`config.mk`:
```
export PLATFORM = sky130hd
export DESIGN_NAME = u711_regsize_flat
export DESIGN_NICKNAME = d
export VERILOG_FILES = /design/src/rtl/u711_regsize_if.sv /design/src/rtl/u711_regsize.sv /design/src/flat_wrapper.sv
export SDC_FILE = /design/constraint.sdc
export NUM_CORES = 1
export LEC_CHECK = 0
export CAP_MARGIN = 20
export CORE_ASPECT_RATIO = 0.5
export CORE_MARGIN = 2
export CORE_UTILIZATION = 49
export CTS_CLUSTER_DIAMETER = 40
export CTS_CLUSTER_SIZE = 16
export DETAILED_ROUTE_END_ITERATION = 10
export PLACE_DENSITY = 0.8
export SYNTH_ARGS = -nofsm -noshare
export SYNTH_HDL_FRONTEND = slang
export SYNTH_SLANG_ARGS = --single-unit
```
`constraint.sdc`:
```
create_clock -name CLK40 -period 3.8 [get_ports CLK40]
set_input_delay 0.38 -clock CLK40 [delete_from_list [all_inputs] [get_ports CLK40]]
set_output_delay 0.38 -clock CLK40 [all_outputs]
set_load 0.01 [all_outputs]
```
`src/rtl/u711_regsize_if.sv`:
```
// CPU-side and cycle-generator-side signals of the U711 register bus sizer.
interface u711_regsize_if;
  // CPU local-bus side
  logic        nTS;
  logic        nREGSEL;
  logic        RnW;
  logic [1:0]  A;
  logic [1:0]  SIZ;
  logic [31:0] DIN;
  logic [31:0] DOUT;
  logic        nTA;
  logic        nTEA;
  // cycle-generator side
  logic        nREGEN;
  logic [1:0]  A_SUB;
  logic [1:0]  SIZ_SUB;
  logic        RnW_SUB;
  logic [15:0] WDATA16;
  logic [15:0] RDATA16;
  logic        nSUBTA;

  modport master (
    output nTS, nREGSEL, RnW, A, SIZ, DIN, RDATA16, nSUBTA,
    input  DOUT, nTA, nTEA, nREGEN, A_SUB, SIZ_SUB, RnW_SUB, WDATA16
  );

  modport slave (
    input  nTS, nREGSEL, RnW, A, SIZ, DIN, RDATA16, nSUBTA,
    output DOUT, nTA, nTEA, nREGEN, A_SUB, SIZ_SUB, RnW_SUB, WDATA16
  );
endinterface

```
`src/rtl/u711_regsize.sv`:
```
// Splits a 68040 chip-register transfer into 16-bit sub-cycles for the U711 cycle generator,
// assembles read data and terminates the CPU cycle with nTA, or nTEA on illegal size / timeout.
module u711_regsize #(
  parameter int unsigned TIMEOUT = 255
) (
  input  logic           CLK40,
  input  logic           RESET,
  u711_regsize_if.slave  bus
);

  typedef enum logic [2:0] {IDLE, SUB1, GAP, SUB2, ACK, ERR} state_t;

  localparam logic [7:0] WD_LAST = 8'(TIMEOUT - 1);

  state_t      state;
  logic [1:0]  a_q;
  logic [1:0]  siz_q;
  logic        rnw_q;
  logic [31:0] din_q;
  logic        acked;
  logic [7:0]  wdog;

  logic        is_long;
  logic        second;
  logic [1:0]  sub_a;
  logic [1:0]  sub_siz;
  logic [15:0] sub_wd;

  function automatic logic legal(input logic [1:0] a, input logic [1:0] siz);
    case (siz)
      2'b00:   return (a == 2'b00);
      2'b01:   return 1'b1;
      2'b10:   return !a[0];
      default: return 1'b0;
    endcase
  endfunction

  assign is_long = (siz_q == 2'b00);
  assign second  = (state == GAP);

  // Sub-cycle attributes are loaded on the edge that drops nREGEN (from SUB1 or GAP).
  always_comb begin
    sub_a   = a_q;
    sub_siz = siz_q;
    sub_wd  = a_q[1] ? din_q[15:0] : din_q[31:16];
    if (is_long) begin
      sub_siz = 2'b10;
      sub_a   = second ? 2'b10 : 2'b00;
      sub_wd  = second ? din_q[15:0] : din_q[31:16];
    end
  end

  always_ff @(posedge CLK40 or posedge RESET) begin
    if (RESET) begin
      state       <= IDLE;
      a_q         <= 2'b00;
      siz_q       <= 2'b00;
      rnw_q       <= 1'b1;
      din_q       <= 32'd0;
      acked       <= 1'b0;
      wdog        <= 8'd0;
      bus.nREGEN  <= 1'b1;
      bus.nTA     <= 1'b1;
      bus.nTEA    <= 1'b1;
      bus.A_SUB   <= 2'b00;
      bus.SIZ_SUB <= 2'b00;
      bus.RnW_SUB <= 1'b1;
      bus.WDATA16 <= 16'd0;
      bus.DOUT    <= 32'd0;
    end else begin
      case (state)
        IDLE: begin
          if (!bus.nTS && !bus.nREGSEL) begin
            a_q   <= bus.A;
            siz_q <= bus.SIZ;
            rnw_q <= bus.RnW;
            din_q <= bus.DIN;
            state <= legal(bus.A, bus.SIZ) ? SUB1 : ERR;
          end
        end

        SUB1, SUB2: begin
          if (bus.nREGEN) begin
            bus.nREGEN  <= 1'b0;
            bus.A_SUB   <= sub_a;
            bus.SIZ_SUB <= sub_siz;
            bus.RnW_SUB <= rnw_q;
            bus.WDATA16 <= sub_wd;
            wdog        <= 8'd0;
          end else if (acked) begin
            // acknowledge is registered one cycle before nREGEN is released
            bus.nREGEN <= 1'b1;
            acked      <= 1'b0;
            if (state == SUB1 && is_long) begin
              state <= GAP;
            end else begin
              state   <= ACK;
              bus.nTA <= 1'b0;
            end
          end else if (!bus.nSUBTA) begin
            acked <= 1'b1;
            if (rnw_q) begin
              if (!is_long)
                bus.DOUT <= {bus.RDATA16, bus.RDATA16};
              else if (state == SUB1)
                bus.DOUT[31:16] <= bus.RDATA16;
              else
                bus.DOUT[15:0] <= bus.RDATA16;
            end
          end else if (wdog == WD_LAST) begin
            wdog       <= wdog + 8'd1;
            bus.nREGEN <= 1'b1;
            bus.nTEA   <= 1'b0;
            state      <= ERR;
          end else begin
            wdog <= wdog + 8'd1;
          end
        end

        GAP: begin
          bus.nREGEN  <= 1'b0;
          bus.A_SUB   <= sub_a;
          bus.SIZ_SUB <= sub_siz;
          bus.RnW_SUB <= rnw_q;
          bus.WDATA16 <= sub_wd;
          wdog        <= 8'd0;
          state       <= SUB2;
        end

        ACK: begin
          bus.nTA <= 1'b1;
          state   <= IDLE;
        end

        ERR: begin
          // timeout enters with nTEA already low; an illegal size drops it here
          if (bus.nTEA) begin
            bus.nTEA <= 1'b0;
          end else begin
            bus.nTEA <= 1'b1;
            state    <= IDLE;
          end
        end

        default: state <= IDLE;
      endcase
    end
  end

endmodule

```
`src/flat_wrapper.sv`:
```
// flat-port wrapper written by rule: the top's interface ports become plain ports
module u711_regsize_flat 
#(
  parameter int unsigned TIMEOUT = 255
)
  (CLK40, RESET, bus_nTS, bus_nREGSEL, bus_RnW, bus_A, bus_SIZ, bus_DIN, bus_RDATA16, bus_nSUBTA, bus_DOUT, bus_nTA, bus_nTEA, bus_nREGEN, bus_A_SUB, bus_SIZ_SUB, bus_RnW_SUB, bus_WDATA16);
  u711_regsize_if bus_i ();
  input  logic CLK40;
  input  logic RESET;
  input wire logic [$bits(bus_i.nTS)-1:0] bus_nTS;
  input wire logic [$bits(bus_i.nREGSEL)-1:0] bus_nREGSEL;
  input wire logic [$bits(bus_i.RnW)-1:0] bus_RnW;
  input wire logic [$bits(bus_i.A)-1:0] bus_A;
  input wire logic [$bits(bus_i.SIZ)-1:0] bus_SIZ;
  input wire logic [$bits(bus_i.DIN)-1:0] bus_DIN;
  input wire logic [$bits(bus_i.RDATA16)-1:0] bus_RDATA16;
  input wire logic [$bits(bus_i.nSUBTA)-1:0] bus_nSUBTA;
  output wire logic [$bits(bus_i.DOUT)-1:0] bus_DOUT;
  output wire logic [$bits(bus_i.nTA)-1:0] bus_nTA;
  output wire logic [$bits(bus_i.nTEA)-1:0] bus_nTEA;
  output wire logic [$bits(bus_i.nREGEN)-1:0] bus_nREGEN;
  output wire logic [$bits(bus_i.A_SUB)-1:0] bus_A_SUB;
  output wire logic [$bits(bus_i.SIZ_SUB)-1:0] bus_SIZ_SUB;
  output wire logic [$bits(bus_i.RnW_SUB)-1:0] bus_RnW_SUB;
  output wire logic [$bits(bus_i.WDATA16)-1:0] bus_WDATA16;
  assign bus_i.nTS = bus_nTS;
  assign bus_i.nREGSEL = bus_nREGSEL;
  assign bus_i.RnW = bus_RnW;
  assign bus_i.A = bus_A;
  assign bus_i.SIZ = bus_SIZ;
  assign bus_i.DIN = bus_DIN;
  assign bus_i.RDATA16 = bus_RDATA16;
  assign bus_i.nSUBTA = bus_nSUBTA;
  assign bus_DOUT = bus_i.DOUT;
  assign bus_nTA = bus_i.nTA;
  assign bus_nTEA = bus_i.nTEA;
  assign bus_nREGEN = bus_i.nREGEN;
  assign bus_A_SUB = bus_i.A_SUB;
  assign bus_SIZ_SUB = bus_i.SIZ_SUB;
  assign bus_RnW_SUB = bus_i.RnW_SUB;
  assign bus_WDATA16 = bus_i.WDATA16;
  u711_regsize #(.TIMEOUT(TIMEOUT)) u_core (.CLK40(CLK40), .RESET(RESET), .bus(bus_i));
endmodule
```
; ---- Yosys cells after proc, flatten, opt, wreduce, memory -nomap -nowiden
; Cells that the tools add are included.
[word_totals]
regBits = 105
inputBits = 58
output_inout_bits = 56
[classes]
n_addsub = 1
muxes = 50
n_reduce_logical = 22
bitwise = 3
n_eq_ne = 23
[ops]
columns = op, count
row1 = 16-bit 2-to-1 mux, 6
row2 = 32-bit 2-to-1 mux, 1
row3 = 16-bit case mux with 2 select lines, 1
row4 = 3-bit 2-to-1 mux, 8
row5 = 8-bit 2-to-1 mux, 3
row6 = 1-bit 2-to-1 mux, 17
row7 = 8-bit case mux with 2 select lines, 1
row8 = 2-bit != test (second input constant), 7
row9 = 3-bit case mux with 4 select lines, 1
row10 = 6-bit AND reduction, 2
row11 = 2-bit 2-to-1 mux, 5
row12 = 5-bit AND reduction, 2
row13 = 3-bit by 2-bit != test with 1-bit output (second input constant), 3
row14 = 8-bit by 1-bit adder with 8-bit output (second input constant), 1
row15 = 8-bit equality test (second input constant), 1
row16 = 2-bit by 1-bit != test with 1-bit output (second input constant), 4
row17 = 1-bit case mux with 2 select lines, 4
row18 = 2-bit case mux with 2 select lines, 2
row19 = 3-bit by 2-bit equality test with 1-bit output (second input constant), 2
row20 = 3-bit equality test (second input constant), 2
row21 = 2-bit logical NOT, 3
row22 = 2-bit AND reduction, 3
row23 = 2-bit nonzero test, 3
row24 = 4-bit AND reduction, 1
row25 = other kinds (11), 16

; ---- Logic depth before layout (Yosys ltp)
; Gate-level depths: netlist of run 1.
[logic_depth]
ltp_word = 7
depth_mapped = 7

; ---- Least setup slack after synthesis of run 1
; No wires, ideal clock.
[synth_timing]
path_kind = register -> register
start = register u_core.siz_q[0]
end = register u_core.bus.WDATA16[0]
synth_period_minus_slack_ps = 1746
stages_incl_launch_ff = 6
slack_ps = 2054
t_arrival_ps = 1620
n_path_buf = 1
t_required_ps = 3674
setup_ps = 126
path_cell_list = dfrtp_1 -> nor2_1 -> mux2i_4 -> buf_4 -> mux2i_1 -> a21oi_1
[synth_via]
elab_chain_len = 4
[synth_rtl]
columns = item, line
row1 = start: declaration, u711_regsize.sv:17  ; logic [1:0] siz_q;
row2 = start signal: assignment, u711_regsize.sv:75  ; siz_q <= bus.SIZ;
row3 = 2-bit logical NOT *, u711_regsize.sv:38  ; assign is_long = (siz_q == 2'b00);
row4 = 16-bit 2-to-1 mux *, u711_regsize.sv:46  ; if (is_long) begin
row5 = 16-bit 2-to-1 mux, u711_regsize.sv:83  ; if (bus.nREGEN) begin
row6 = 16-bit case mux with 2 select lines *, u711_regsize.sv:71  ; case (state)
row7 = end signal: assignment, u711_regsize.sv:88  ; bus.WDATA16 <= sub_wd;
row8 = end signal: assignment, u711_regsize.sv:125  ; bus.WDATA16 <= sub_wd;
row9 = end: declaration, u711_regsize_if.sv:29  ; output DOUT, nTA, nTEA, nREGEN, A_SUB, SIZ_SUB, RnW_SUB, WDATA16
; Every way passes the cells marked *; elsewhere a longest branch is shown, timed or not. The select of a mux whose other input is x is not followed.
; A chain may end at the register's enable or synchronous reset.

; ---- Final worst setup path of run 1
[layout_timing]
start = register u_core.state[2]
end = register u_core.bus.WDATA16[14]
[layout_via]
elab_chain_len = 5
[layout_rtl]
columns = item, line
row1 = start: declaration, u711_regsize.sv:15  ; state_t state;
row2 = start signal: assignment, u711_regsize.sv:78  ; state <= legal(bus.A, bus.SIZ) ? SUB1 : ERR;
row3 = 3-bit by 2-bit equality test with 1-bit output, "u711_regsize.sv:39, u711_regsize.sv:71"
row4 = 16-bit 2-to-1 mux, u711_regsize.sv:49  ; sub_wd = second ? din_q[15:0] : din_q[31:16];
row5 = 16-bit 2-to-1 mux, u711_regsize.sv:46
row6 = 16-bit 2-to-1 mux, u711_regsize.sv:83
row7 = 16-bit case mux with 2 select lines, u711_regsize.sv:71
; Parallel ways exist; a longest one is shown, timed or not. The select of a mux whose other input is x is not followed.

==> results of run 1 <==
==> critical path, cell delays in order, from the launching register on <==
cell	delay, ps
dfrtp_1	550
nor3b_1	660
mux2i_4	420
mux2i_1	270
a21oi_1	90
==> sequential cells by signal, summed over array words and instances, names as in the netlist, 2 cells and up <==
| signal | count |
|---|---|
| u_core.a_q | 2 |
| u_core.bus.A_SUB | 2 |
| u_core.bus.DOUT | 32 |
| u_core.bus.SIZ_SUB | 2 |
| u_core.bus.WDATA16 | 16 |
| u_core.din_q | 32 |
| u_core.siz_q | 2 |
| u_core.state | 3 |
| u_core.wdog | 8 |
==> stage by stage <==
step	setup WS, ps	utilization [%]
after floorplan	667.7	-
after global placement	1687	64.99
after detailed placement	1644	64.99
after CTS	1659	69.01
after global routing	1501	69.01
final	1661	69.01
==> worst min-delay path by stage <==
stage	end	depth (start not counted)	slack, ps	start
after floorplan	u_core.bus.SIZ_SUB[1]	1	470	u_core.siz_q[0]
after detailed placement	u_core.bus.nTA	2	480	u_core.bus.nTA
final	u_core.bus.DOUT[12]	1	500	u_core.bus.DOUT[12]
after global routing	u_core.bus.DOUT[10]	1	520	u_core.bus.DOUT[10]
after global placement	u_core.bus.DOUT[4]	1	480	u_core.bus.DOUT[4]
after CTS	u_core.bus.nTA	2	500	u_core.bus.nTA
==> area by class of cell <==
cell class,instances,area [sq um]
fill,619,2726
tap,117,146.4
sequential,105,2634
clock inverter,6,115.1
multi-input combinational,211,1748
timing repair buffer,117,1161
inverter,7,28.78
clock buffer,10,239.0
==> routing by layer <==
| metal | vias up | part of all wire (%) | GRT usage (%) |
|---|---|---|---|
| met5 | - | 0 | 0 |
| met4 | 0 | 2.2 | 6.510 |
| met3 | 17 | 3.3 | 4.278 |
| met2 | 60 | 51 | 33.22 |
| met1 | 1499 | 44 | 25.68 |
| li1 | 1430 | - | - |
==> power groups by stage <==
stage                     Combinational (mW)  Clock (mW)  Sequential [mW]
after floorplan                         1.12           0             2.09
after global placement                  2.00           0             2.04
after detailed placement                2.06           0             2.05
after CTS                               2.07        1.09             2.04
after global routing                    2.22        1.14             2.11
final                                   2.04        1.07             2.04
==> placed cells by master, fill, tap and decap left out, types with 3 or more instances in the layout <==
cell             synthesis  final
mux2i_1                 16     16
or3_1                    4      4
a211oi_1                 3      3
nor2_1                  27     27
buf_4                    2      4
clkbuf_16                0      9
bufinv_16                0      3
mux2_2                  57     57
nand2b_1                 3      3
clkdlybuf4s50_1          0    113
dfrtp_1                100    100
a21oi_1                 24     24
mux2_4                  10     10
xnor2_1                  3      3
nor2b_1                  3      3
o21ai_0                  9      9
o31ai_1                  4      4
inv_1                    7      6
dfstp_2                  5      5
mux2_1                   4      4
nand2_1                 14     14
==> cell families after synthesis <==
| kind of cell | synth area share (%) |
|---|---|
| DFF | 58.70 |
| buffers and inverters | 2.510 |
| and+or+nand+nor | 7.836 |
| xor gates and xnor gates | 0.5857 |
| adders and majority gates | 0.5576 |
| muxes | 22.73 |
| AOI/OAI and AO/OA | 7.083 |
==> summary.md, run 1 <==
| Metric | Value |
|---|---|
| I/O Buffers | `around 110` |
| Netlist cell types | `40` |
| Slew Limit Fails | `0` |
| Tot Pwr | `approximately 5.2 mW` |
| Gr usage total | `about a fifth` |
| Routed Antenna Nets | `0` |
| Power share of the clock group | `a little over a fifth` |
| Req. time, crit path | `between 3000 and 4000 ps` |
| Synth area leaders | `dfrtp_1 (56%), mux2_2 (14%), mux2i_1 (3.6%)` |
| IO Pins | `114` |
| Vias in the first global route | `3036` |
| Worst Clk Skew | `7.396 ps` |
| Final worst-path cycle share | `56.30%` |
| Worst reg2reg path depth | `4` |
| Total nets after synthesis | `between 300 and 400` |
| R2R Path End | `u_core.bus.WDATA16[14]` |
| VDD IR max | `0.3761 mV` |
| Minimum clock period | `2139 ps` |
| CTS tree | `yes` |
| Post-Layout Inst Area | `6072 sq um` |
| RSZ-0062 raised after global routing | `false` |
| Power per cell area | `approximately 850 nW/um^2` |
| Most frequent cells after synthesis | `dfrtp_1 (100), mux2_2 (57), nor2_1 (27)` |
| Via count | `3006` |
| Final HPWL DP | `6408 um` |
| Yosys warnings | `0` |
| Global route total overflow | `0` |
| Maximum clock insertion buffer count | `2` |
| Actual slew at the worst max-slew pin | `around 850 ps` |
| Reg-to-reg startpoint | `u_core.state[2]` |
| Share of power burned in registers | `39.6%` |
| Setup crit end kind | `flop` |
| Hold Vio Cnt, Final | `0` |
| Sequential share of the synthesized area | `58.70%` |
| Outcome | `finished clean` |
| Placer Congestion | `about 0.76` |
| Dpl cell area | `5718 sq um` |
| Via density | `5.246` |
| Yosys top cell area share | `between 50% and 60%` |
| # rows | `24` |
| Fmax | `0.4674 GHz` |
| Nets | `around 500` |
| Drt first pass iters | `4` |
| Crit Path Max Fanout | `17` |
| Initial Util | `between 50% and 60%` |
| Maxcap violations | `0` |
| LEAKAGE | `2.650 nW` |
| Mapped cell area | `4487 sq um` |
| Root Driver | `clkbuf_16` |
| Later-pin clock latency in the skew report | `340 ps` |
| Setup-failing EPs final | `0` |
| Slew margin rel. | `42.02%` |
| Hold_ws | `between 400 and 500 ps` |
| Placed cells | `between 500 and 600` |
| Top-count cell post-synth | `dfrtp_1` |
| Crit path to | `u_core.bus.WDATA16[14]` |
| Number of DRC violations after detailed-routing iteration 0 | `153` |
| Switch share | `between 30% and 40%` |
| WP data arrival | `around 2300 ps` |
| Die width | `139.3 um` |
| Clk slew on worst S/H paths | `~70 ps` |
| Initial antenna violation count | `0` |
| DIE AREA | `9985 sq um` |
| Postcts setup bufs | `0` |
| Comb pwr share | `between 30% and 40%` |
| Cts hold-fix bufs | `0` |
| First-pass GRT wire length | `15480 um` |
| WL per Instance | `16.16 um` |
| Sw power | `around 1.6 mW` |
| Register-to-register setup slack | `roughly 1700 ps` |
| Htree depth | `3` |
| Core area | `8798 sq um` |
| Worst min-delay path category | `flop to flop` |
| # diodes | `0` |
| Final TNS setup | `0 ps` |
| Worst Setup Start Kind | `flop` |
| Critical path class | `flop to flop` |
| Post-synth top flop | `dfrtp_1` |
| Residual DRC | `0` |
| Internal Power | `3.532 mW` |
| Post_cts resized | `0` |
| Syn_area_per_cell | `13.31 sq um` |
| Number of flops mapped to enable cells by yosys | `0` |
| Drt total wl | `9259 um` |
| Clock sinks | `about 110` |
| Yosys top cell by area | `dfrtp_1` |
| Die Span Y | `around 72 um` |
| Largest net degree at the start of global routing | `52` |
| Share of cells above drive strength 1 | `a little over a fifth` |
| CTS Buf Count | `9` |
| Non-filler cells, final | `573` |
| Worst setup startpoint | `u_core.state[2]` |
| Area grow syn2layout | `35.33%` |
| Ys async rst share | `100.0%` |
| Seq cells post-synth | `105` |
| Post-synthesis cell count | `about 340` |
Power figures use the tool's default switching activity.
==> run 2, diff against run 1 <==
--- a/config.mk
+++ b/config.mk
@@ -8,11 +8,11 @@
 export CAP_MARGIN = 20
 export CORE_ASPECT_RATIO = 0.5
 export CORE_MARGIN = 2
-export CORE_UTILIZATION = 49
+export CORE_UTILIZATION = 44
 export CTS_CLUSTER_DIAMETER = 40
 export CTS_CLUSTER_SIZE = 16
 export DETAILED_ROUTE_END_ITERATION = 10
-export PLACE_DENSITY = 0.8
+export PLACE_DENSITY = 0.76
 export SYNTH_ARGS = -nofsm -noshare
 export SYNTH_HDL_FRONTEND = slang
 export SYNTH_SLANG_ARGS = --single-unit
==> constraint.sdc (replaced) <==
create_clock -name CLK40 -period 1.75 [get_ports CLK40]
set_input_delay 0.175 -clock CLK40 [delete_from_list [all_inputs] [get_ports CLK40]]
set_output_delay 0.175 -clock CLK40 [all_outputs]
set_load 0.01 [all_outputs]
==> summary.md, run 2 (synthesized netlist as in run 1, its figures left out) <==
| Metric | Value |
|---|---|
| Area grow syn2layout | `39.07% (was 35.33%)` |
| Max Used Layer | `met4 (unchanged)` |
| Later-pin clock latency in the skew report | `340 ps (about the same)` |
| Root Driver | `clkbuf_16 (unchanged)` |
| Htree depth | `3 (unchanged)` |
| Core area | `9666 sq um (was 8798 sq um)` |
| Share of cells above drive strength 1 | `23.99% (was 21.49%)` |
| Outcome | `finished clean (unchanged)` |
| Vias in the first global route | `3017 (was 3036)` |
| Hold Vio Cnt, Final | `0 (unchanged)` |
| Setup crit end kind | `flop (unchanged)` |
| LEAKAGE | `2.733 nW (was 2.650 nW)` |
| Wire length on met1 | `4112 um (was 4075 um)` |
| Final TNS setup | `0 ps (unchanged)` |
| Residual DRC | `0 (unchanged)` |
| Routed length on met3 | `429 um (was 302 um)` |
| Largest regs | `u_core.bus.DOUT: 32 flops, u_core.din_q: 32 flops, u_core.bus.WDATA16: 16 flops (unchanged)` |
| Critical path class | `flop to flop (unchanged)` |
| Crit Path Max Fanout | `16 (was 17)` |
| RSZ-0062 raised after global routing | `false (unchanged)` |
| WL per Instance | `15.00 um (was 16.16 um)` |
| Maxcap violations | `0 (unchanged)` |
| Tot Pwr | `11.15 mW (was 5.150 mW)` |
| Worst Clk Skew | `3.955 ps (was 7.396 ps)` |
| Routed Antenna Nets | `0 (unchanged)` |
| Final HPWL DP | `6481 um (was 6408 um)` |
| Share of power burned in registers | `39.0% (was 39.6%)` |
| Most frequent cells in the layout | `clkdlybuf4s50_1 (112), dfrtp_1 (99), mux2_2 (57) (was clkdlybuf4s50_1 (113), dfrtp_1 (100), mux2_2 (57))` |
| First-pass GRT wire length | `14590 um (was 15480 um)` |
| Worst Setup Start Kind | `flop (unchanged)` |
| Number of DRC violations after detailed-routing iteration 0 | `171 (was 153)` |
| VDD IR max | `0.7258 mV (was 0.3761 mV)` |
| Pre-CTS setup slack | `-55.69 ps (was 1644 ps)` |
| # rows | `25 (was 24)` |
| Reg-to-reg startpoint | `u_core.siz_q[0] (was u_core.state[2])` |
| Slew Limit Fails | `0 (unchanged)` |
| Power per cell area | `1787 nW/um^2 (was 848.2 nW/um^2)` |
| Final worst-path cycle share | `96.29% (was 56.30%)` |
| Dpl cell area | `5937 sq um (was 5718 sq um)` |
| Routed wl met2 | `4475 um (was 4679 um)` |
| CP max stage delay | `490 ps (was 660 ps)` |
| Post-Layout Inst Area | `6240 sq um (was 6072 sq um)` |
| Setup-failing EPs final | `0 (unchanged)` |
| R2R Path End | `u_core.bus.DOUT[0] (was u_core.bus.WDATA16[14])` |
| Comb pwr share | `43.0% (was 39.7%)` |
| Maximum clock insertion buffer count | `2 (unchanged)` |
| DIE AREA | `11070 sq um (was 9985 sq um)` |
| Placer Congestion | `0.8334 (was 0.7584)` |
| # diodes | `0 (unchanged)` |
| Fmax | `0.5934 GHz (was 0.4674 GHz)` |
| Worst reg2reg path depth | `3 (was 4)` |
| CP Cell Sequence | `or3_1 -> nand4_4 -> mux2_2 (was nor3b_1 -> mux2i_4 -> mux2i_1 -> a21oi_1)` |
| Initial Util | `46.42% (was 51.00%)` |
| Postcts setup bufs | `0 (unchanged)` |
| Switch share | `31.38% (was 31.42%)` |
| Power share of the clock group | `18.0% (was 20.8%)` |
| IO Pins | `114 (unchanged)` |
| Actual slew at the worst max-slew pin | `352.1 ps (was 851.5 ps)` |
| CTS Buf Count | `9 (unchanged)` |
| Sw power | `3.500 mW (was 1.618 mW)` |
| Hold_ws | `148.4 ps (was 498.2 ps)` |
| Internal Power | `7.651 mW (was 3.532 mW)` |
| Req. time, crit path | `1970 ps (was 3990 ps)` |
| Clock sinks | `105 (unchanged)` |
| Utilization after layout | `64.56% (was 69.01%)` |
| Die Span Y | `75.41 um (was 71.67 um)` |
| Slew margin rel. | `76.43% (was 42.02%)` |
| Nets | `527 (was 511)` |
| Initial antenna violation count | `0 (unchanged)` |
| Die width | `146.8 um (was 139.3 um)` |
| Drt total wl | `9088 um (was 9259 um)` |
| Non-filler cells, final | `606 (was 573)` |
| CP max-delay cell | `or3_1 (was nor3b_1)` |
| Via density | `5.074 (was 5.246)` |
| Global route total overflow | `0 (unchanged)` |
| Worst min-delay path category | `input pin to asynchronous set/reset pin (was flop to flop)` |
| Final WS setup | `64.92 ps (was 1661 ps)` |
| Fillers | `748 (was 619)` |
| Register-to-register setup slack | `60 ps (was 1660 ps)` |
| I/O Buffers | `113 (unchanged)` |
| Commonest non-fill, non-tap cell in the layout | `clkdlybuf4s50_1 (unchanged)` |
| CTS tree | `yes (unchanged)` |
| Drt first pass iters | `4 (unchanged)` |
| Clk slew on worst S/H paths | `70 ps (about the same)` |
| Via count | `3075 (was 3006)` |
| Minimum clock period | `1685 ps (was 2139 ps)` |
| Largest net degree at the start of global routing | `49 (was 52)` |
| Gr usage total | `16.77% (was 19.61%)` |
| WP data arrival | `1910 ps (was 2330 ps)` |
| Placed cells | `591 (was 557)` |
run 2: repair_timing:
item	4_1_cts	5_1_grt
gates resized for setup	1	2
hold buffers	0	0
endpoints found under the setup margin	1	18
run 2: worst max-delay path: cells and delay by family (launching register included):
kind / cells / cell delay, ps
mux: 1 / 380
simple gates: 2 / 780
flops: 1 / 410
run 2: power groups by stage:
stage	clock network [mW]	logic [mW]	registers [mW]
final	2.01	4.80	4.35
after global routing	2.16	5.19	4.49
after CTS	2.06	4.85	4.34
after detailed placement	0	4.83	4.37
after global placement	0	4.74	4.35
after floorplan	0	2.44	4.54
run 2: worst max-delay path by stage:
stage | slack (ps) | to | start
4_1_cts | 30 | u_core.bus.WDATA16[2] | u_core.state[0]
3_5_place_dp | -60 | u_core.wdog[5] | bus_nSUBTA
6_report | 60 | u_core.bus.DOUT[0] | u_core.siz_q[0]
2_1_floorplan | 4 | u_core.bus.WDATA16[0] | u_core.siz_q[0]
3_3_place_gp | 4 | u_core.wdog[5] | bus_nSUBTA
5_1_grt | 2 | u_core.bus.DOUT[0] | u_core.siz_q[0]
run 2: cell type report:
class                      instances  area, sq um  share of cell area, %
clock inverter                     2        37.54                 0.6016
clock buffer                      13        260.3                  4.171
tap                              135        168.9                  2.707
sequential                       105         2635                  42.23
timing repair buffer             133         1355                  21.72
multi-input combinational        211         1753                  28.09
inverter                           7        30.03                 0.4813
run 2: per-layer routing:
layer / global-route usage, % / up-vias
met5: 0 / -
met4: 4.207 / 0
met3: 4.371 / 9
met2: 28.64 / 66
met1: 22.01 / 1544
li1: - / 1456
